### src/rtl/l2_obi_rr_arbiter.sv
// Round-robin arbiter sharing one OBI port to tile L2 between N_REQ requesters.
// The optional per-requester grant/stall counters are built when ARB_PERF_COUNTERS_EN is defined.
module l2_obi_rr_arbiter #(
    parameter int unsigned N_REQ           = 2,
    parameter int unsigned ADDR_W          = 32,
    parameter int unsigned DATA_W          = 32,
    parameter int unsigned MAX_OUTSTANDING = 4
) (
    input  logic                             clk_i,
    input  logic                             rst_ni,
    input  logic [N_REQ-1:0]                 req_i,
    output logic [N_REQ-1:0]                 gnt_o,
    input  logic [N_REQ-1:0][ADDR_W-1:0]     addr_i,
    input  logic [N_REQ-1:0]                 we_i,
    input  logic [N_REQ-1:0][DATA_W/8-1:0]   be_i,
    input  logic [N_REQ-1:0][DATA_W-1:0]     wdata_i,
    output logic [N_REQ-1:0]                 rvalid_o,
    output logic [N_REQ-1:0][DATA_W-1:0]     rdata_o,
    output logic [N_REQ-1:0]                 err_o,
    output logic                             m_req_o,
    input  logic                             m_gnt_i,
    output logic [ADDR_W-1:0]                m_addr_o,
    output logic                             m_we_o,
    output logic [DATA_W/8-1:0]              m_be_o,
    output logic [DATA_W-1:0]                m_wdata_o,
    input  logic                             m_rvalid_i,
    input  logic [DATA_W-1:0]                m_rdata_i,
    input  logic                             m_err_i,
    output logic                             unexp_rsp_o,
    output logic [N_REQ-1:0][31:0]           perf_gnt_o,
    output logic [N_REQ-1:0][31:0]           perf_stall_o
);

    localparam int unsigned SEL_W = (N_REQ > 1) ? $clog2(N_REQ) : 1;
    localparam int unsigned PTR_W = (MAX_OUTSTANDING > 1) ? $clog2(MAX_OUTSTANDING) : 1;
    localparam int unsigned CNT_W = $clog2(MAX_OUTSTANDING + 1);

    typedef enum logic {IDLE, HOLD} state_e;

    state_e           state_q, state_d;
    logic [SEL_W-1:0] rr_ptr_q, rr_ptr_d;
    logic [SEL_W-1:0] sel_q, sel_rr, sel, head;
    logic [PTR_W-1:0] wr_ptr_q, rd_ptr_q;
    logic [CNT_W-1:0] count_q;
    logic [SEL_W-1:0] fifo_q [MAX_OUTSTANDING];
    logic             unexp_q;
    logic             full, empty, handshake, pop;

    function automatic logic [PTR_W-1:0] ptr_inc(input logic [PTR_W-1:0] p);
        return (p == PTR_W'(MAX_OUTSTANDING - 1)) ? '0 : p + PTR_W'(1);
    endfunction

    assign full  = (count_q == CNT_W'(MAX_OUTSTANDING));
    assign empty = (count_q == '0);

    // Highest offset is visited first so the nearest requester at or after rr_ptr wins.
    always_comb begin
        sel_rr = rr_ptr_q;
        for (int i = int'(N_REQ) - 1; i >= 0; i--) begin
            if (req_i[(int'(rr_ptr_q) + i) % N_REQ])
                sel_rr = SEL_W'((int'(rr_ptr_q) + i) % N_REQ);
        end
    end

    // NOTE: every signal driven here gets a default first so no latch is inferred.
    always_comb begin
        state_d = state_q;
        sel     = sel_rr;
        m_req_o = 1'b0;
        unique case (state_q)
            IDLE: begin
                m_req_o = (|req_i) && !full;
                if (m_req_o && !m_gnt_i) state_d = HOLD;
            end
            HOLD: begin
                sel     = sel_q;
                m_req_o = 1'b1;
                if (m_gnt_i) state_d = IDLE;
            end
            default: state_d = IDLE;
        endcase
    end

    assign handshake = m_req_o && m_gnt_i;
    assign rr_ptr_d  = !handshake ? rr_ptr_q
                     : (sel == SEL_W'(N_REQ - 1)) ? '0 : sel + SEL_W'(1);

    assign m_addr_o  = addr_i[sel];
    assign m_we_o    = we_i[sel];
    assign m_be_o    = be_i[sel];
    assign m_wdata_o = wdata_i[sel];

    assign head    = fifo_q[rd_ptr_q];
    assign pop     = m_rvalid_i && !empty;
    assign rdata_o = {N_REQ{m_rdata_i}};

    always_comb begin
        gnt_o    = '0;
        rvalid_o = '0;
        err_o    = '0;
        if (handshake) gnt_o[sel] = 1'b1;
        if (pop) begin
            rvalid_o[head] = 1'b1;
            err_o[head]    = m_err_i;
        end
    end

    // NOTE: sequential state uses non-blocking assignments so every flop samples pre-edge values.
    always_ff @(posedge clk_i or negedge rst_ni) begin
        if (!rst_ni) begin
            state_q  <= IDLE;
            rr_ptr_q <= '0;
            sel_q    <= '0;
            wr_ptr_q <= '0;
            rd_ptr_q <= '0;
            count_q  <= '0;
            unexp_q  <= 1'b0;
        end else begin
            state_q  <= state_d;
            rr_ptr_q <= rr_ptr_d;
            if (state_q == IDLE) sel_q <= sel_rr;
            if (handshake) wr_ptr_q <= ptr_inc(wr_ptr_q);
            if (pop)       rd_ptr_q <= ptr_inc(rd_ptr_q);
            if (handshake && !pop)      count_q <= count_q + CNT_W'(1);
            else if (pop && !handshake) count_q <= count_q - CNT_W'(1);
            if (m_rvalid_i && empty) unexp_q <= 1'b1;
        end
    end

    // NOTE: the ID storage is not reset; entries are only read while count_q says they are valid.
    always_ff @(posedge clk_i) begin
        if (handshake) fifo_q[wr_ptr_q] <= sel;
    end

    assign unexp_rsp_o = unexp_q;

`ifdef ARB_PERF_COUNTERS_EN
    logic [N_REQ-1:0][31:0] perf_gnt_q, perf_stall_q;

    always_ff @(posedge clk_i or negedge rst_ni) begin
        if (!rst_ni) begin
            perf_gnt_q   <= '0;
            perf_stall_q <= '0;
        end else begin
            for (int k = 0; k < int'(N_REQ); k++) begin
                if (gnt_o[k])              perf_gnt_q[k]   <= perf_gnt_q[k] + 32'd1;
                if (req_i[k] && !gnt_o[k]) perf_stall_q[k] <= perf_stall_q[k] + 32'd1;
            end
        end
    end

    assign perf_gnt_o   = perf_gnt_q;
    assign perf_stall_o = perf_stall_q;
`else
    assign perf_gnt_o   = '0;
    assign perf_stall_o = '0;
`endif

endmodule

### config.mk
export PLATFORM = sky130hd
export DESIGN_NAME = l2_obi_rr_arbiter
export DESIGN_NICKNAME = d
export VERILOG_FILES = /design/src/rtl/l2_obi_rr_arbiter.sv
export SDC_FILE = /design/constraint.sdc
export NUM_CORES = 1
export LEC_CHECK = 0
export BUFFER_PORTS_ARGS = -buffer_cell sky130_fd_sc_hd__buf_2
export CAP_MARGIN = 20
export CORE_AREA = 2 2 172 174
export CTS_CLUSTER_DIAMETER = 100
export DETAILED_ROUTE_END_ITERATION = 7
export DIE_AREA = 0 0 174 176
export HOLD_SLACK_MARGIN = 0.02
export PLACE_DENSITY = 0.43
export SYNTH_ARGS = -nofsm -noshare
export SYNTH_HDL_FRONTEND = slang
export SYNTH_SLANG_ARGS = --single-unit
### constraint.sdc
create_clock -name clk_i -period 4.4 [get_ports clk_i]
set_input_delay 0.22 -clock clk_i [delete_from_list [all_inputs] [get_ports clk_i]]
set_output_delay 0.22 -clock clk_i [all_outputs]
set_load 0.005 [all_outputs]
-- After elaboration in Yosys (flattened, before gate mapping)
Memories as Yosys holds them, arrays and structs flattened.
Index checks and enable logic that the tools add are counted.
- RAM bits: 4
- memories kept: 1
- output and inout port bits: 269
- register bits after elaboration: 11
- memories (memory ; words ; bits a word ; rd ports ; clocked after memory_dff ; wr ports ; line ; source):
    fifo_q ; 4 ; 1 ; 1 ; 0 ; 1 ; 45 ; logic [SEL_W-1:0] fifo_q [MAX_OUTSTANDING];
- order comparisons: 6
- eq/ne operators: 3
- add/subtract/negate cells: 6
- muxes and demuxes: 33
- reduce and logical (&&, ||, !) cells: 17
- bitwise logic cells: 2
- operator list (kind ; count):
    32-bit 2-to-1 mux ; 4
    1-bit 2-to-1 mux ; 16
    2-bit 2-to-1 mux ; 5
    1-bit logical AND ; 9
    1-bit by 2-bit less-than comparator with 1-bit output, second input constant ; 4
    4-bit 2-to-1 mux ; 2
    3-bit 2-to-1 mux ; 2
    1-bit logical NOT ; 5
    2-bit by 1-bit adder with 2-bit output, second input constant ; 2
    2-bit == test, second input constant ; 2
    1-bit case mux with 2 select lines ; 2
    3-bit by 1-bit adder with 3-bit output, second input constant ; 1
    3-bit == test, second input constant ; 1
    3-bit logical NOT ; 1
    3-bit by 1-bit subtractor with 3-bit output, second input constant ; 1
    1-bit adder, second input constant ; 2
    2-bit bitwise AND ; 1
    1-bit demux with 1-bit select ; 2
    1-bit >= comparator, second input constant ; 2
    2-bit nonzero test ; 1
    2-bit OR reduction ; 1
    1-bit inverter ; 1

-- Depth between registers and ports, before layout
Gate-level depths: netlist (run 1).
- depth after elaboration: 11
- gate-level depth with buffers: 10
- mapped depth without buffers: 10

-- Worst setup path after synthesis (run 1)
Ideal clock, no wire load.
- kind: register to register
- from: register state_q
- to: register count_q[1]
- data required time: 4275 ps
- setup slack: 2218 ps
- clock period less this slack: 2182 ps
- buffers on the path: 0
- arrival time: 2057 ps
- cell stages (with the launch flop): 9
- setup time: 125 ps
- cells stage by stage: dfrtp_1 > nor4b_1 > nor2_1 > nand2_1 > inv_1 > ha_1 > inv_1 > fa_1 > mux2_2
- word-level cells in the longest chain between the ends: 6
- ends and longest elaborated chain (element ; line ; source):
    start: declaration ; 40 ; state_e state_q, state_d;
    start signal: assignment ; 119 ; state_q <= state_d;
    1-bit inverter ; 70 ; unique case (state_q)
    1-bit case mux with 2 select lines (*) ; 70 ;
    net m_req_o ; 20 ; output logic m_req_o,
    1-bit logical AND (*) ; 84 ; assign handshake = m_req_o && m_gnt_i;
    net handshake ; 47 ; logic full, empty, handshake, pop;
    1-bit logical NOT ; 125 ; else if (pop && !handshake) count_q <= count_q - CNT_W'(1);
    1-bit logical AND ; 125 ;
    2-bit nonzero test (no source line) ; - ;
    end signal: assignment ; 124 ; if (handshake && !pop) count_q <= count_q + CNT_W'(1);
    end signal: assignment ; 125 ;
    end: declaration ; 44 ; logic [CNT_W-1:0] count_q;
Mark *: on every way through the listed nets, which the timed path passes. The rest lies on a longest branch.
A chain may end at the register's enable or synchronous reset.

-- Final worst setup path (run 1)
- from: register rr_ptr_q
- to: output m_addr_o[1]
- word-level cells in the longest chain between the ends: 8
- ends and longest elaborated chain (element ; line ; source):
    start: declaration ; 41 ; logic [SEL_W-1:0] rr_ptr_q, rr_ptr_d;
    start signal: assignment ; 120 ; rr_ptr_q <= rr_ptr_d;
    1-bit adder ; 60, 61 ;
    1-bit 2-to-1 mux (implied by the code) (2 in a row) ; 60 ; if (req_i[(int'(rr_ptr_q) + i) % N_REQ])
    1-bit 2-to-1 mux ; 60 ;
    1-bit 2-to-1 mux (*) ; 60 ;
    1-bit 2-to-1 mux (*) ; 70 ;
    32-bit 2-to-1 mux (implied by the code) (*) (2 in a row) ; 88 ; assign m_addr_o = addr_i[sel];
    end: declaration ; 22 ; output logic [ADDR_W-1:0] m_addr_o,
Mark *: on every way between the ends. The rest lies on a longest branch, timed or not. The select of a mux whose other input is x is not followed.

==> impl_metrics.json, run 1 <==
{
  "synth_ff_type": "dfrtp_1",
  "post-route-period-util_pct": 61.52,
  "drt_iter0_drc": 43,
  "fin_crit_ns": 2.707,
  "synth_cells": 334,
  "p_leak_nw": 2.012,
  "synth-seq-area-share_pct": 12.63,
  "drt-total-wl_um": 10420,
  "crit_fanout": 72,
  "antenna_cells": 0,
  "cp_num_buf_inv": 2,
  "fin_tns_setup_ns": 0,
  "grt_pass1_wl_um": 13400,
  "grt_antenna_before_repair": 2,
  "dp_hpwl_um": 9487,
  "drv_slew": 0,
  "synth.ff_latch_count": 15,
  "area_growth_pct": 19.62,
  "post_cts_resized": 0,
  "cts_root_buf": "clkbuf_16",
  "postCtsSetupBuffers": 0,
  "min_path_type": "primary input to flip-flop",
  "cp_cell_sequence": "maj3_2 > mux2i_4 > buf_4 > mux2_2 > buf_2",
  "whs_path_depth": 2,
  "num_vias": 2325,
  "holdPathEnd": "unexp_rsp_o",
  "firstDrtPassIters": 4,
  "synth_edf_count": 4,
  "final.setup.worst_slack_ns": 1.693,
  "p_seq_share_pct": 19.1,
  "pwr_density_cell_nw_per_um2": 362.1,
  "maxCapViolations": 0,
  "drc": 0,
  "io_pins": 446,
  "cp.arrival_ns": 2.49,
  "viasPerCell": 2.663,
  "pwr-share-clk_pct": 13.2,
  "hold_viol": 0,
  "yosysMostFrequentCell": "buf_4",
  "skew_ns": 0.005976,
  "grt_max_degree": 73,
  "pwr-share-comb_pct": 67.7,
  "synth_top_area_share_pct": 46.04,
  "r2r_cells": 8,
  "core.rowCount": 62,
  "synthArstFlopShare_pct": 73.33,
  "cp-end-kind": "output port",
  "crit_required_ns": 4.18,
  "rr_startpoint": "state_q",
  "gp_congestion": 0.6587,
  "p_sw_mw": 0.5172,
  "synth.largest_area_cell": "buf_4",
  "swShare_pct": 38.14,
  "fp.dieArea_sq_um": 30620,
  "port_buffers": 221,
  "gr-total-overflow": 0,
  "core-area_sq_um": 28550,
  "synthTopCellsByCount": "192 x buf_4, 66 x mux2_2, 11 x dfrtp_1",
  "die_height_um": 176,
  "ant_nets": 0,
  "max_freq_ghz": 0.3695,
  "clock_latency_ns": 0.25,
  "tightestPinTransition_ns": 1.009,
  "cts_made_buffers": 3,
  "ys_types": 23,
  "postCtsHoldBufs": 1,
  "path_delay_family": "buffers and inverters",
  "cp-start-kind": "flip-flop",
  "synth_area_sq_um": 3131,
  "crit_slowest_cell": "buf_4",
  "max-vdd-ir-drop_mv": 0.2164,
  "cts_sinks": 15,
  "cp_slowest_stage_delay_ns": 0.70,
  "cts_tree": "built",
  "regToRegSetupSlack_ns": 1.90,
  "power_mw": 1.356,
  "grtUsageTotal_pct": 5.899,
  "dp_slack_ns": 1.891,
  "grt_pass1_vias": 2121,
  "drive_above_1_share_pct": 61.76,
  "rsz0062_at_grt": "no",
  "status": "completed",
  "cts_htree_levels": 1,
  "ys_warn_count": 0,
  "start_util_pct": 10.97,
  "syn_avg_cell_area_sq_um": 9.373,
  "min_from": "m_rvalid_i",
  "synth.area.top_cells": "buf_4 46%, mux2_2 24%, dfrtp_1 8.8%",
  "path_clk_slew_ns": 0.05,
  "wl_per_cell_um": 11.93,
  "die_w_um": 174,
  "nets": 674,
  "setup_violations": 0,
  "path_class": "flip-flop to output port",
  "r2r-end": "count_q[1]",
  "internal_power_mw": 0.8389,
  "timing.slew.headroom_pct": 32.75,
  "clock_path_buffers": 2
}
-- placed cells by master, fill, tap and decap left out --
master	count
buf_2	221
conb_1	128
mux2_2	66
dfrtp_1	11
inv_1	7
mux2_4	7
nor2_1	7
ha_1	6
nand2_1	5
and3_1	5
nor3_1	4
edfxtp_1	4
clkbuf_16	3
a21o_1	2
xor2_1	2
maj3_2	1
mux2i_4	1
mux4_2	1
nor2b_1	1
nor4b_1	1
and2_1	1
xnor2_1	1
fa_1	1
clkinv_2	1
dlygate4sd3_1	1
buf_4	1
-- power by group through the flow --
| stage | combinational, mW | clock (mW) | sequential (mW) |
|---|---|---|---|
| detailed placement | 0.936 | 0 | 0.264 |
| global placement | 0.925 | 0 | 0.264 |
| CTS | 0.943 | 0.183 | 0.262 |
| floorplan | 0.790 | 0 | 0.251 |
| finish | 0.918 | 0.179 | 0.259 |
| global route | 1.02 | 0.191 | 0.270 |
-- metrics by stage --
stage	instances	hold slack (ns)	instance area [sq um]	util, %
after detailed placement	868	0.1314	3655	12.80
after floorplan	461	-0.07559	3607	-
after global routing	873	0.2045	3745	13.12
final	873	0.1891	3745	13.12
after CTS	873	0.1859	3745	13.12
after global placement	868	0.1218	3655	12.80
-- metal layers --
| layer | routed length (um) | global-route usage [%] | up-vias |
|---|---|---|---|
| li1 | - | - | 1081 |
| met1 | 4267 | 7.714 | 989 |
| met2 | 4708 | 9.163 | 233 |
| met3 | 1314 | 2.304 | 20 |
| met4 | 113 | 1.296 | 2 |
| met5 | 13 | 0 | - |
-- layout make-up --
cell class | count | area (sq um)
inverter | 7 | 26.28
tap | 384 | 480.5
multi-input combinational | 240 | 1639
sequential | 15 | 395.4
clock buffer | 3 | 75.07
clock inverter | 1 | 5.005
timing repair buffer | 223 | 1124
fill | 3334 | 24800
-- cells by family (layout without fill, tap and decap cells) --
group,after synthesis,count (layout),share of synthesized area (%)
other cells,1,128,0.1198
simple gates,24,24,3.758
xor+xnor,3,3,0.8395
buf+inv,206,234,50.24
flops,15,15,12.63
mux,75,75,28.54
fa+ha+maj,8,8,3.397
compound gates,2,2,0.4795
-- sequential cells by signal, indices dropped and copies added, names as in the netlist --
signal,cells
rr_ptr_q,1
count_q,3
wr_ptr_q,2
unexp_rsp_o,1
fifo_q,4
state_q,1
rd_ptr_q,2
sel_q,1
-- how the worst max path moves through the flow --
| stage | startpoint | endpoint | cells past startpoint | slack, ns |
|---|---|---|---|---|
| 3_5_place_dp | rr_ptr_q | gnt_o[0] | 6 | 1.89 |
| 2_1_floorplan | state_q | count_q[1] | 8 | 2.22 |
| 3_3_place_gp | state_q | count_q[1] | 8 | 1.93 |
| 5_1_grt | rr_ptr_q | gnt_o[0] | 6 | 1.50 |
| 4_1_cts | rr_ptr_q | gnt_o[0] | 6 | 1.62 |
| 6_report | rr_ptr_q | m_addr_o[1] | 5 | 1.69 |
Power figures use the tool's default switching activity.
==> run 2, diff against run 1 <==
- CORE_AREA: 2 2 172 174 -> 2 2 173 175
- DIE_AREA: 0 0 174 176 -> 0 0 175 177
- PLACE_DENSITY: 0.43 -> 0.44
- clock period: 4.4 -> 2.3 ns (I/O delays scaled with it)
==> run 2 against run 1 <==
Against the previous run: global-route usage decreased by 1.5 points; clock-buffer cell count increased by 1; hold slack worse by 0.097 ns; sequential power increased by 93%; non-clock buffer count up 4; setup slack got worse by 1.6 ns.
==> impl_metrics.json, run 2 (same netlist as run 1, synthesis figures left out) <==
{
  "gp_congestion": 0.6700,
  "drt_iter0_drc": 22,
  "drt-total-wl_um": 8302,
  "grt_pass1_wl_um": 10590,
  "cts_made_buffers": 3,
  "crit_required_ns": 2.42,
  "cts_sinks": 15,
  "wl_per_cell_um": 9.402,
  "status": "completed",
  "clock_path_buffers": 2,
  "num_vias": 2354,
  "grt_antenna_before_repair": 0,
  "max_freq_ghz": 0.4626,
  "top_register": "fifo_q",
  "cts_root_buf": "clkbuf_16",
  "io_pins": 446,
  "final_util_pct": 13.05,
  "cts_tree": "built",
  "port_buffers": 221,
  "path_clk_slew_ns": 0.05,
  "cp-start-kind": "flip-flop",
  "dp_cells": 878,
  "core-area_sq_um": 29240,
  "fp.dieArea_sq_um": 30980,
  "max-vdd-ir-drop_mv": 0.4185,
  "fin_crit_ns": 2.162,
  "largestRegisters": "fifo_q (4), count_q (3)",
  "drc": 0,
  "grtUsageTotal_pct": 4.448,
  "cp.arrival_ns": 2.28,
  "drive_above_1_share_pct": 62.27,
  "hold_ws_ns": 0.09162,
  "min_path_type": "primary input to flip-flop",
  "largest_reg_flops": 4,
  "die_height_um": 177,
  "cts_htree_levels": 1,
  "postCtsSetupBuffers": 0,
  "hold_viol": 0,
  "area_growth_pct": 21.94,
  "skew_ns": 0.001526,
  "drv_slew": 0,
  "grt_max_degree": 43,
  "die_w_um": 175,
  "grt_pass1_vias": 1913,
  "setup_violations": 0,
  "rsz0062_at_grt": "no",
  "core.rowCount": 63,
  "crit_fanout": 4,
  "ant_nets": 0,
  "start_util_pct": 10.70,
  "p_leak_nw": 2.040,
  "layout_commonest_cell": "buf_2",
  "path_class": "flip-flop to flip-flop",
  "firstDrtPassIters": 4,
  "final_cell_mix": "221 x buf_2, 128 x conb_1, 66 x mux2_2",
  "final_cell_count_no_fill": 883,
  "cp-end-kind": "flip-flop",
  "nets": 678,
  "viasPerCell": 2.666,
  "post-route-period-util_pct": 94.00,
  "dp_hpwl_um": 7566,
  "antenna_cells": 0,
  "clock_latency_ns": 0.24,
  "maxCapViolations": 0,
  "fin_tns_setup_ns": 0,
  "gr-total-overflow": 0,
  "pwr_density_cell_nw_per_um2": 695.1
}
run 2: changes by cell type in the layout (fill, tap and decap cells not counted), sizes merged:
| cell | delta |
|---|---|
| clkinv | -1 |
| buf | +4 |
| clkbuf | +1 |
run 2: path summary, 6_finish.rpt:
check	cells after the start	to	start	slack, ns
min in group asynchronous	2	unexp_rsp_o	rst_ni	0.29
setup reg to reg	8	count_q[1]	count_q[0]	0.14
max in group asynchronous	2	state_q	rst_ni	1.81
hold / removal	2	unexp_rsp_o	m_rvalid_i	0.09
setup / recovery	8	count_q[1]	count_q[0]	0.14
hold reg to reg	1	unexp_rsp_o	unexp_rsp_o	0.47
run 2: repair_timing:
item                       CTS  global route
hold buffers                 1             0
hold endpoints to repair    11             0
resized for setup            0             2
setup endpoints to repair    0             2
run 2: metal layers:
metal / part of all wire, % / up-vias / wire, um / global-route usage [%]
met5: 0 / - / 0 / 0
met4: 1.3 / 0 / 106 / 1.076
met3: 15 / 17 / 1281 / 2.212
met2: 45 / 234 / 3701 / 6.703
met1: 39 / 1016 / 3212 / 5.647
li1: - / 1087 / - / -
run 2: layout make-up:
type	count	area (sq um)
Fill cell	3363	25430
Inverter	7	26.28
Timing Repair Buffer	227	1179
Multi-Input combinational cell	240	1650
Clock buffer	4	78.83
Tap cell	390	488.0
Sequential cell	15	395.4
run 2: metrics by stage:
| step | cell area [sq um] | power [mW] | setup slack [ns] |
|---|---|---|---|
| 5_1_grt | 3817 | 2.909 | 0.01382 |
| 4_1_cts | 3806 | 2.691 | 0.07927 |
| 3_3_place_gp | 3717 | 2.337 | 0.1300 |
| 2_1_floorplan | 3607 | 1.990 | 0.1184 |
| 3_5_place_dp | 3717 | 2.342 | 0.08406 |
| 6_report | 3817 | 2.653 | 0.1381 |
run 2: power by group:
group	total (mW)	switching, mW	internal [mW]
Clock	0.330	0.0964	0.234
Combinational	1.82	0.791	1.03
Sequential	0.500	0.103	0.396
Total	2.65	0.991	1.66
run 2: worst max-delay path, stage by stage, from the launching register on:
cell and delay, ns:
dfrtp_1 0.44, nor4b_2 0.36, nor2_1 0.11, nand2_1 0.12, inv_1 0.07, ha_1 0.21, inv_1 0.07, fa_1 0.40
mux2_2 0.26
==> run 3, diff against run 2 <==
- MAX_ROUTING_LAYER: unset -> met4
==> run 3 against run 2 <==
Against the previous run: utilization is the same; clock skew grew 0.0019 ns; sequential share of layout area is the same; clock-buffer cell count is the same; highest routed layer unchanged.
==> impl_metrics.json, run 3 (same netlist as run 1, synthesis figures left out) <==
{
  "stdcell_area_sq_um": 3817,
  "die_w_um": 175,
  "dp_hpwl_um": 7566,
  "fin_tns_setup_ns": 0,
  "crit_fanout": 4,
  "drt_iter0_drc": 34,
  "maxCapViolations": 0,
  "min_path_type": "primary input to flip-flop",
  "grt_pass1_wl_um": 10580,
  "drt-total-wl_um": 8295,
  "gp_congestion": 0.6765,
  "num_vias": 2363,
  "drv_slew": 0,
  "top_register": "fifo_q",
  "fin_crit_ns": 2.160,
  "met2WireLength_um": 3712,
  "layout_commonest_cell": "buf_2",
  "cp_num_cells": 8,
  "path_class": "flip-flop to flip-flop",
  "drc": 0,
  "drive_above_1_share_pct": 62.27,
  "cts_made_buffers": 3,
  "cp.arrival_ns": 2.28,
  "gr-total-overflow": 0,
  "r2r-end": "count_q[1]",
  "nets": 678,
  "fp.dieArea_sq_um": 30980,
  "final_cell_mix": "221 x buf_2, 128 x conb_1, 66 x mux2_2",
  "wl_per_cell_um": 9.394,
  "path_delay_family": "adder cells",
  "crit_required_ns": 2.42,
  "status": "completed",
  "pwr_density_cell_nw_per_um2": 695.1,
  "dr.max_layer_used": "met4",
  "clock_path_buffers": 2,
  "clock_latency_ns": 0.24,
  "core.rowCount": 63,
  "cts_root_buf": "clkbuf_16",
  "largest_reg_flops": 4,
  "cp_num_buf_inv": 2,
  "viasPerCell": 2.676,
  "core-area_sq_um": 29240,
  "regToRegSetupSlack_ns": 0.14,
  "start_util_pct": 10.70,
  "rr_startpoint": "count_q[0]",
  "grt_max_degree": 43,
  "cpMostUsedCell": "inv_1",
  "min_from": "m_rvalid_i",
  "grt_antenna_before_repair": 0,
  "max_freq_ghz": 0.4630,
  "grt_pass1_vias": 1916,
  "cts_sinks": 15,
  "rsz0062_at_grt": "no",
  "p_leak_nw": 2.040,
  "grtUsageTotal_pct": 4.579,
  "holdPathEnd": "unexp_rsp_o",
  "hold_viol": 0,
  "cts_tree": "built",
  "wl_met1_um": 3202,
  "cp_cell_sequence": "nor4b_2 > nor2_1 > nand2_1 > inv_1 > ha_1 > inv_1 > fa_1 > mux2_2",
  "setup_violations": 0,
  "die_height_um": 177,
  "postCtsSetupBuffers": 0,
  "firstDrtPassIters": 4,
  "placed_cell_area_sq_um": 3717,
  "whs_path_depth": 2,
  "path_clk_slew_ns": 0.05,
  "post-route-period-util_pct": 93.90,
  "skew_ns": 0.003377,
  "cp_slowest_stage_delay_ns": 0.44,
  "r2r_cells": 8,
  "met3_wirelength_um": 1273,
  "crit_slowest_cell": "dfrtp_1",
  "ant_nets": 0,
  "io_pins": 446,
  "largestRegisters": "fifo_q (4), count_q (3)",
  "area_growth_pct": 21.94,
  "cp-end-kind": "flip-flop",
  "cts_htree_levels": 1,
  "port_buffers": 221,
  "antenna_cells": 0,
  "max-vdd-ir-drop_mv": 0.4168,
  "cp-start-kind": "flip-flop"
}
[run 3: layout make-up]
class                   count  area, sq um
fillers                  3363        25430
repair buffers            227         1179
clock buffers               4        78.83
inverters                   7        26.28
well taps                 390        488.0
flip-flops and latches     15        395.4
multi-input cells         240         1650
[run 3: repair_timing]
item	4_1_cts	5_1_grt
endpoints found under the setup margin	0	2
resized for setup	0	2
hold buffers	1	0
endpoints found under the hold margin	11	0
[run 3: through the flow]
step / util, % / cells / hold slack [ns] / total power [mW] / setup slack (ns)
CTS: 13.01 / 883 / 0.09159 / 2.691 / 0.07927
detailed placement: 12.71 / 878 / 0.005172 / 2.342 / 0.08406
finish: 13.05 / 883 / 0.09172 / 2.654 / 0.1404
global placement: 12.71 / 878 / 0.005816 / 2.337 / 0.1300
global route: 13.05 / 883 / 0.1194 / 2.909 / 0.01382
floorplan: - / 461 / -0.1806 / 1.990 / 0.1184
[run 3: power breakdown]
| part | switching (mW) | internal (mW) | total (mW) |
|---|---|---|---|
| registers | 0.104 | 0.396 | 0.500 |
| clock network | 0.0990 | 0.234 | 0.333 |
| logic | 0.788 | 1.03 | 1.82 |
| total | 0.991 | 1.66 | 2.65 |
[run 3: how the worst max path moves through the flow]
| stage | start | to | slack [ns] |
|---|---|---|---|
| after global placement | count_q[0] | count_q[1] | 0.13 |
| after floorplan | state_q | count_q[1] | 0.12 |
| final | count_q[0] | count_q[1] | 0.14 |
| after global routing | count_q[0] | count_q[1] | 0.01 |
| after detailed placement | count_q[0] | count_q[1] | 0.08 |
| after CTS | count_q[0] | count_q[1] | 0.08 |
[run 3: routing by layer]
| metal | GRT usage (%) | vias to the layer above |
|---|---|---|
| li1 | - | 1088 |
| met3 | 2.191 | 17 |
| met4 | 1.076 | 0 |
| met2 | 6.703 | 234 |
| met1 | 5.660 | 1024 |
| met5 | - | - |
